$ cat src/rtl/mem_wait_ctrl.sv
// Wait-state memory controller: bridges a held CPU read/write request onto a
// single-cycle synchronous RAM access after WAIT_CYCLES idle cycles.
module mem_wait_ctrl #(
  parameter int unsigned WAIT_CYCLES = 2,
  parameter int unsigned ADDR_BITS   = 10
) (
  input  logic                 clk,
  input  logic                 res,
  input  logic [31:0]          db_addr,
  input  logic                 db_read,
  input  logic                 db_write,
  input  logic [31:0]          db_wdata,
  output logic [31:0]          db_rdata,
  output logic                 db_ready,
  output logic [ADDR_BITS-1:0] ram_addr,
  output logic                 ram_re,
  output logic                 ram_we,
  output logic [31:0]          ram_wdata,
  input  logic [31:0]          ram_rdata,
  output logic                 busy,
  output logic [15:0]          rd_cnt,
  output logic [15:0]          wr_cnt
);

  typedef enum logic [2:0] {
    ST_IDLE   = 3'd0,
    ST_WAIT   = 3'd1,
    ST_ACCESS = 3'd2,
    ST_LATCH  = 3'd3,
    ST_RESP   = 3'd4
  } state_t;

  localparam logic [3:0] WAIT_INIT = 4'(WAIT_CYCLES);

  state_t                 state_r;
  logic [3:0]             wait_cnt_r;
  logic                   is_write_r;
  logic [ADDR_BITS-1:0]   addr_r;
  logic [31:0]            wdata_r;
  logic [31:0]            rdata_r;
  logic                   ready_r;
  logic                   re_r;
  logic                   we_r;
  logic                   busy_r;
  logic [15:0]            rd_cnt_r;
  logic [15:0]            wr_cnt_r;

  assign db_rdata  = rdata_r;
  assign db_ready  = ready_r;
  assign ram_addr  = addr_r;
  assign ram_wdata = wdata_r;
  assign ram_re    = re_r;
  assign ram_we    = we_r;
  assign busy      = busy_r;
  assign rd_cnt    = rd_cnt_r;
  assign wr_cnt    = wr_cnt_r;

  // Transaction FSM; every output is a register set on the transition into its state.
  always_ff @(posedge clk or negedge res) begin
    if (!res) begin
      state_r    <= ST_IDLE;
      wait_cnt_r <= 4'd0;
      is_write_r <= 1'b0;
      addr_r     <= '0;
      wdata_r    <= 32'd0;
      rdata_r    <= 32'd0;
      ready_r    <= 1'b0;
      re_r       <= 1'b0;
      we_r       <= 1'b0;
      busy_r     <= 1'b0;
      rd_cnt_r   <= 16'd0;
      wr_cnt_r   <= 16'd0;
    end else begin
      ready_r <= 1'b0;
      re_r    <= 1'b0;
      we_r    <= 1'b0;
      case (state_r)
        ST_IDLE: begin
          if (db_read || db_write) begin
            // A simultaneous read and write resolves to a write.
            is_write_r <= db_write;
            addr_r     <= db_addr[ADDR_BITS+1:2];
            wdata_r    <= db_wdata;
            busy_r     <= 1'b1;
            if (WAIT_INIT == 4'd0) begin
              state_r <= ST_ACCESS;
              re_r    <= ~db_write;
              we_r    <= db_write;
            end else begin
              state_r    <= ST_WAIT;
              wait_cnt_r <= WAIT_INIT;
            end
          end else begin
            busy_r <= 1'b0;
          end
        end
        ST_WAIT: begin
          wait_cnt_r <= wait_cnt_r - 4'd1;
          // The <= guard also recovers from a counter that somehow reads zero.
          if (wait_cnt_r <= 4'd1) begin
            state_r    <= ST_ACCESS;
            wait_cnt_r <= 4'd0;
            re_r       <= ~is_write_r;
            we_r       <= is_write_r;
          end else begin
            state_r <= ST_WAIT;
          end
        end
        ST_ACCESS: begin
          state_r <= ST_LATCH;
        end
        ST_LATCH: begin
          if (!is_write_r) begin
            rdata_r <= ram_rdata;
          end else begin
            rdata_r <= rdata_r;
          end
          state_r <= ST_RESP;
          ready_r <= 1'b1;
        end
        ST_RESP: begin
          if (is_write_r) begin
            if (wr_cnt_r != 16'hFFFF) begin
              wr_cnt_r <= wr_cnt_r + 16'd1;
            end else begin
              wr_cnt_r <= wr_cnt_r;
            end
          end else begin
            if (rd_cnt_r != 16'hFFFF) begin
              rd_cnt_r <= rd_cnt_r + 16'd1;
            end else begin
              rd_cnt_r <= rd_cnt_r;
            end
          end
          state_r <= ST_IDLE;
          busy_r  <= 1'b0;
        end
        default: begin
          state_r    <= ST_IDLE;
          wait_cnt_r <= 4'd0;
          busy_r     <= 1'b0;
        end
      endcase
    end
  end

endmodule

$ cat config.mk
export PLATFORM = sky130hd
export DESIGN_NAME = mem_wait_ctrl
export DESIGN_NICKNAME = d
export VERILOG_FILES = /design/src/rtl/mem_wait_ctrl.sv
export SDC_FILE = /design/constraint.sdc
export NUM_CORES = 1
export LEC_CHECK = 0
export ABC_AREA = 1
export BUFFER_PORTS_ARGS = -buffer_cell sky130_fd_sc_hd__buf_2
export CAP_MARGIN = 10
export CORE_MARGIN = 8
export CORE_UTILIZATION = 49
export DETAILED_ROUTE_END_ITERATION = 10
export PLACE_DENSITY = 0.8
export SYNTH_ARGS = -nofsm -noshare
export SYNTH_HDL_FRONTEND = slang
export SYNTH_SLANG_ARGS = --single-unit
$ cat constraint.sdc
create_clock -name clk -period 1.8 [get_ports clk]
set_input_delay 0.09 -clock clk [delete_from_list [all_inputs] [get_ports clk]]
set_output_delay 0.09 -clock clk [all_outputs]
set_load 0.02 [all_outputs]
# Yosys cells after proc, flatten, opt, wreduce, memory -nomap -nowiden
# Cells that the tools add are included.
[op_classes]
muxes = 13
add_sub_neg = 3
bitwise = 2
n_lt_le_gt_ge = 1
n_reduce_logical = 9
eq_ne = 7
[op_table]
columns = ["operator", "count"]
rows = [
  ["$add 16x1->16 const B", 2],
  ["$ne 16x16->1 const B", 2],
  ["$pmux 3 s4", 1],
  ["$pmux 4 s3", 1],
  ["$mux 4", 2],
  ["$eq 3x2->1 const B", 2],
  ["$mux 1", 6],
  ["$reduce_and 2->1", 3],
  ["$reduce_and 3->1", 2],
  ["$reduce_or 3->1", 2],
  ["$le 4x1->1 const B", 1],
  ["$sub 4x1->4 const B", 1],
  ["$eq 3x1->1 const B", 1],
  ["$eq 3x3->1 const B", 1],
  ["$logic_not 3->1", 1],
  ["$mux 3", 1],
  ["$mux 2", 1],
  ["$ne 2x2->1 const B", 1],
  ["$not 1->1", 2],
  ["$pmux 1 s2", 1],
  ["$logic_or 1x1->1", 1],
]
[totals]
word_cells = 47
register_bits = 118
inputBits = 100

# Logic depth before layout (Yosys ltp)
# Gate-level depths: netlist of run 1.
[depth]
depth_word = 4
mapped_depth = 10
depth_no_buf = 9

# Worst setup path after synthesis of run 1
# No wires, ideal clock.
[synth_path]
kind = "register to register"
from = "reg wr_cnt_r[0] (netlist: wr_cnt[0])"
to = "reg wr_cnt_r[3] (netlist: wr_cnt[3])"
arrival_ps = 1549
t_required_ps = 1683
setup_slack_ps = 134
stages_incl_launch_ff = 10
path_buffers = 1
cell_sequence = "dfrtp_1 > ha_1 > nand3_4 > nor3_4 > nand2_4 > nand2_8 > inv_2 > buf_6 > nand2_1 > nand2_1"
[synth_between]
elab_chain_len = 2
word_cells_on_any_way = 3
[synth_lines]
columns = ["item", "line", "text"]
rows = [
  ["start, declared", "46", "logic [15:0] wr_cnt_r;"],
  ["start signal, assigned", "124", "wr_cnt_r <= wr_cnt_r + 16'd1;"],
  ["start signal, assigned", "126", "wr_cnt_r <= wr_cnt_r;"],
  ["parallel branches: the longest is 2 deep, another holds $add 16x1->16", "--", ""],
]
# Several ways; the timed one is not identified.
# A chain may end at the register's enable or synchronous reset.

# Worst setup path in the final report of run 1
[layout_path]
from = "reg wr_cnt_r[1] (netlist: wr_cnt[1])"
to = "reg wr_cnt_r[0] (netlist: wr_cnt[0])"
[layout_between]
elab_chain_len = 2
[layout_lines]
columns = ["item", "line", "text"]
rows = [
  ["$ne 16x16->1", "123", "if (wr_cnt_r != 16'hFFFF) begin"],
  ["$reduce_and 3->1 (no source line)", "--", ""],
]
# Every way passes these cells.

==> impl_metrics.ini, run 1 <==
[cts]
cts_buffer_depth = 2
htree_levels = 4
cts_sinks = 118
path_clk_slew_ns = 0.06
cts_tree = done
cts-root-buf = clkbuf_8
cts_buffers = 17
clk_latency_ns = 0.52

[floorplanning]
rows = 38
core_region_area_sq_mm = 0.0109
die_x_um = 122
initial_core_util = 0.503
die_area_sq_mm = 0.0148
die_height_um = 122
io_pins = 210

[synth]
yosysSeqAreaShare = 0.540
synth_top_area_cell = dfrtp_1
synth_top_cells_by_area = dfrtp_1 (54%), nand2_1 (17%), inv_1 (4.9%), nand3_1 (4.8%), o21ai_0 (4.4%)
synth_top_area_share = 0.540
synth_nets = 777
yosys_warnings = 0
syn_area_sq_mm = 0.00547
ys_ff_latch = 118
synth.most_common_cell = nand2_1
synth-edff-count = 0
synth-main-ff-cell = dfrtp_1
synth_common_cells = nand2_1 (253), dfrtp_1 (118), inv_1 (72)
synthDistinctLibCells = 30
synthArstFlopShare = 1.00
syn_inst = 673
syn_area_per_cell_sq_um = 8.13

[global_route]
antenna_found_initial = 1
grt_pass1_wl_um = 28700
grt_pass1_vias = 5734
grt_util_all_layers = 0.246
grt_start_max_net_pins = 85
grt_overflow = 0

[sta]
drv_slew = 0
period_share = 0.922
final-setup-viol-count = 0
fmax_mhz = 603
period_minus_slack_ns = 1.66
hold_violations = 0
max_slew_margin = 0.535
finClkSkew_ns = 0.0103
worstMarginPinSlew_ns = 0.696
setup_slack_ns = 0.141

[hold_path]
hold_path_class = in2async

[routing]
viasPerCell = 5.01
vias = 5531
wire_per_inst_um = 16.1
drt-total-wl_um = 17700
drt_iter0_markers = 399
drtAntennaViolNets = 0
first_pass_iters = 5
drc = 0

[worst_setup_path]
critPathLaunchType = flip-flop
cp.arrival_ns = 2.07
crit_required_ns = 2.21
cp-end-kind = flip-flop
critical_path_class = reg2reg
crit_path_max_fanout = 18

[place]
gp_congestion = 0.832
place_worst_setup_slack_ns = 0.159
place_hpwl_um = 10100
io_buffers = 187

[cells_and_area]
nets = 1053
area_growth_pct = 46.5
drive_above_1_share = 0.269
nFillCells = 739

[power]
p_leak_nw = 4.33
ir_worst_vdd_v = 0.00112
finalPower_mw = 12.6
p_per_area_mw_per_mm2 = 1570

[status]
status = completed

[flow_run]
drv_cap = 0
## worst max-delay path: stages, from the launching register on
cell	delay [ns]
dfrtp_1	0.40
ha_2	0.24
nand3_4	0.10
nor3_4	0.27
nand2_4	0.12
nand2_8	0.14
inv_2	0.13
nand2_1	0.09
nand2_1	0.06
## sequential cells by signal (all words and copies together), names as in the netlist, 3 cells and up
name / flops
rd_cnt: 16
state_r: 3
ram_addr: 10
wait_cnt_r: 4
wr_cnt: 16
db_rdata: 32
ram_wdata: 32
## layer usage
metal | share of wire | GRT usage | up-vias | wire [um]
met3 | 0.072 | 0.0814 | 46 | 1280
met4 | 0.032 | 0.128 | 0 | 572
met2 | 0.52 | 0.422 | 231 | 9140
li1 | - | - | 2652 | -
met1 | 0.38 | 0.268 | 2602 | 6740
met5 | 0 | 0 | - | 0
## cell type report
type | count | area, sq um | area share
flip-flops and latches | 118 | 2950 | 0.368
multi-input cells | 455 | 2110 | 0.263
repair buffers | 279 | 1860 | 0.232
clock buffers | 20 | 445 | 0.0555
inverters | 78 | 293 | 0.0365
clock inverters | 12 | 176 | 0.0220
well taps | 140 | 175 | 0.0218
diodes | 1 | 2.50 | 0.000312
## cell usage in the layout (no fill, tap or decap)
master | netlist | layout
ha_1 | 4 | 3
nor3_4 | 1 | 1
ha_2 | 0 | 1
buf_2 | 12 | 186
nand3_4 | 1 | 1
clkbuf_1 | 6 | 1
inv_2 | 6 | 6
nand4_1 | 16 | 16
nor2_1 | 37 | 37
nand3_1 | 53 | 53
clkinv_2 | 0 | 3
or2_0 | 1 | 1
dlygate4sd3_1 | 0 | 78
nor2_4 | 3 | 3
xnor2_1 | 11 | 11
diode_2 | 0 | 1
or2_2 | 1 | 1
clkbuf_16 | 0 | 16
clkinv_4 | 0 | 3
clkbuf_8 | 0 | 3
nor3_2 | 1 | 1
nand2_4 | 1 | 1
nand2_2 | 7 | 7
bufinv_16 | 0 | 4
a211oi_1 | 1 | 1
clkinvlp_4 | 0 | 2
dfrtp_1 | 118 | 118
nand2_8 | 1 | 1
buf_12 | 0 | 3
nand3b_1 | 1 | 1
o21ai_0 | 48 | 47
nor2_2 | 3 | 3
nand3_2 | 1 | 1
nand2_1 | 253 | 253
xor2_1 | 3 | 3
inv_1 | 72 | 72
o21ai_1 | 7 | 8
buf_4 | 1 | 12
## timing repair
| action | CTS | global route |
|---|---|---|
| hold endpoints to repair | 194 | 0 |
| buffers inserted | 0 | 1 |
| gates resized for setup | 0 | 2 |
| endpoints found under the setup margin | 0 | 4 |
| hold buffers | 78 | 0 |
## cell families after synthesis
group / synth area share
fa+ha+maj: 0.00915
compound gates: 0.0517
xor+xnor: 0.0224
buf+inv: 0.0748
simple gates: 0.302
flops: 0.540
## where the power goes
group,switching (mW),internal [mW]
combinational,3.25,1.52
clock,1.24,2.32
sequential,0.645,3.64
total,5.13,7.48
## metrics by stage
step | util | setup TNS, ns | area (sq um) | instances | hold WS, ns
final | 0.737 | 0 | 8020 | 1103 | 0.0947
after floorplan | - | 0 | 5470 | 673 | -0.206
after global routing | 0.737 | -0.00284 | 8020 | 1103 | 0.112
after CTS | 0.735 | 0 | 8010 | 1101 | 0.0917
after global placement | 0.607 | 0 | 6610 | 991 | -0.0249
after detailed placement | 0.607 | 0 | 6610 | 991 | -0.0231
## final timing paths
| kind | depth (start not counted) | endpoint | slack [ns] | from |
|---|---|---|---|---|
| max | 8 | wr_cnt[0] | 0.14 | wr_cnt[1] |
| min | 3 | db_rdata[3] | 0.09 | res |
| max reg2reg | 8 | wr_cnt[0] | 0.14 | wr_cnt[1] |
| min reg2reg | 2 | db_rdata[2] | 0.47 | db_rdata[2] |
| max in group asynchronous | 3 | wait_cnt_r[2] | 0.60 | res |
| min in group clk | 4 | db_rdata[16] | 0.35 | ram_rdata[16] |
Note: power is estimated with default switching activity, not from simulation.
==> run 2: changes to the inputs <==
==> constraint.sdc (replaced) <==
create_clock -name clk -period 1.8 [get_ports clk]
set_input_delay 0 -clock clk [delete_from_list [all_inputs] [get_ports clk]]
set_output_delay 0 -clock clk [all_outputs]
set_load 0.02 [all_outputs]
==> run 2 against run 1 <==
- combinational power about the same
- flip-flop and latch count unchanged
- worst hold slack got worse by 0.030 ns
- count of clock-buffer cells in the layout unchanged
- via count rose by 1.2%
- design area grew 0.67%
- utilization increased by 0.49 points
- die area did not move
- global-route usage shrank 0.41 points
- largest power group unchanged
==> impl_metrics.ini, run 2 (synthesized netlist as in run 1, its figures left out) <==
[status]
status = completed

[sta]
max_slew_margin = 0.702
fmax_mhz = 590
final-setup-viol-count = 0
worstMarginPinSlew_ns = 0.442
finClkSkew_ns = 0.0121
setup_slack_ns = 0.106
hold_violations = 0
period_share = 0.941
fin_hold_ws_ns = 0.0645
drv_slew = 0
period_minus_slack_ns = 1.69

[worst_setup_path]
reg2reg_to = wr_cnt[4]
crit_required_ns = 2.18
crit_end = wr_cnt[4]
cp-startpoint = wr_cnt[1]
ff2ff_path_depth = 8
crit_path_max_fanout = 18
critical_path_class = reg2reg
cp.arrival_ns = 2.08
rr_startpoint = wr_cnt[1]
rrSetupSlack_ns = 0.11
critPathLaunchType = flip-flop
cp-end-kind = flip-flop

[power]
power.internal_mw = 7.43
ir_worst_vdd_v = 0.00111
p_per_area_mw_per_mm2 = 1560
sw_frac_of_total = 0.409
power.share.sequential = 0.342
combPwrFrac = 0.378
p_switching_mw = 5.15
p_clk_frac = 0.280
p_leak_nw = 4.34

[place]
place_worst_setup_slack_ns = 0.105
io_buffers = 187
dp_cells = 991
place_hpwl_um = 10400
gp_congestion = 0.828

[cts]
cts-root-buf = clkbuf_8
clk_latency_ns = 0.50
htree_levels = 4
path_clk_slew_ns = 0.06
cts_sinks = 118
cts_buffers = 17
cts_tree = done
cts_buffer_depth = 2

[cells_and_area]
fin_util = 0.742
ff_latch_area_sq_mm = 0.00295
nets = 1056
nFillCells = 705
multiInputGateArea_sq_mm = 0.00212
drive_above_1_share = 0.273
finalNonFillerCells = 1109
area_growth_pct = 47.5
final_common_cell = nand2_1
layout_common_cells = nand2_1 (253), buf_2 (186), dfrtp_1 (118), dlygate4sd3_1 (78), inv_1 (72)

[routing]
drc = 0
vias = 5596
drt-total-wl_um = 17700
drtAntennaViolNets = 0
viasPerCell = 5.05
first_pass_iters = 5
wire_per_inst_um = 16.0
drt_iter0_markers = 536

[global_route]
grt_start_max_net_pins = 85
antenna_found_initial = 2
grt_pass1_vias = 5732
grt_overflow = 0
grt_util_all_layers = 0.242
grt_pass1_wl_um = 28400

[floorplanning]
die_height_um = 122
io_pins = 210
core_region_area_sq_mm = 0.0109
die_area_sq_mm = 0.0148
die_x_um = 122
rows = 38
initial_core_util = 0.503

[hold_path]
hold_path_class = in2async

[flow_run]
drv_cap = 0
==> run 2: changes by cell type in the layout (fill, tap and decap cells not counted), sizes merged <==
| cell | delta |
|---|---|
| bufinv | -1 |
| buf | +3 |
| clkinv | -3 |
| clkinvlp | +1 |
| diode | +3 |
| inv | +3 |
==> run 2: worst max-delay path: stages, from the launching register on <==
cell and delay, ns:
dfrtp_1 0.41, ha_2 0.24, nand3_4 0.11, nor3_4 0.32, nand2_4 0.13, nand2_8 0.14, inv_4 0.09, nand2_1 0.07
nand2_1 0.06
==> run 2: power by group through the flow <==
stage | sequential [mW] | combinational, mW | clock, mW
detailed placement | 4.22 | 4.41 | 0
CTS | 4.22 | 4.56 | 3.54
floorplan | 5.33 | 1.65 | 0
global route | 4.40 | 5.15 | 3.70
finish | 4.30 | 4.75 | 3.52
global placement | 4.20 | 4.29 | 0
==> run 2: final cells by class <==
class,count,share of cell area
inverter,78,0.0366
multi-input combinational,455,0.263
antenna,4,0.00124
clock buffer,20,0.0564
timing repair buffer,282,0.235
clock inverter,12,0.0205
sequential,118,0.366
tap,140,0.0217
==> run 2: how the worst min path moves through the flow <==
stage	start	end	cells after the start
2_1_floorplan	res	busy	0
3_3_place_gp	res	db_rdata[6]	1
3_5_place_dp	res	db_rdata[8]	1
4_1_cts	res	db_rdata[6]	3
5_1_grt	res	db_rdata[6]	3
6_report	res	db_rdata[6]	3
==> run 2: per-layer routing <==
layer	track usage	part of all wire	vias up
met5	0	0	-
met4	0.133	0.044	0
met3	0.0731	0.078	61
met2	0.406	0.50	248
met1	0.272	0.38	2616
li1	-	-	2671
==> run 2: per-stage QoR <==
stage | power (mW) | cell area, sq um | setup TNS (ns)
floorplan | 6.98 | 5470 | 0
global placement | 8.49 | 6610 | 0
detailed placement | 8.63 | 6610 | 0
CTS | 12.3 | 8030 | 0
global route | 13.2 | 8070 | -0.00273
finish | 12.6 | 8070 | 0
==> run 2: what timing repair did <==
item                                   in CTS  in global routing
endpoints found under the hold margin     196                  0
setup endpoints to repair                   0                 20
setup buffers                               0                  3
resized for setup                           0                  5
hold buffers                               79                  0
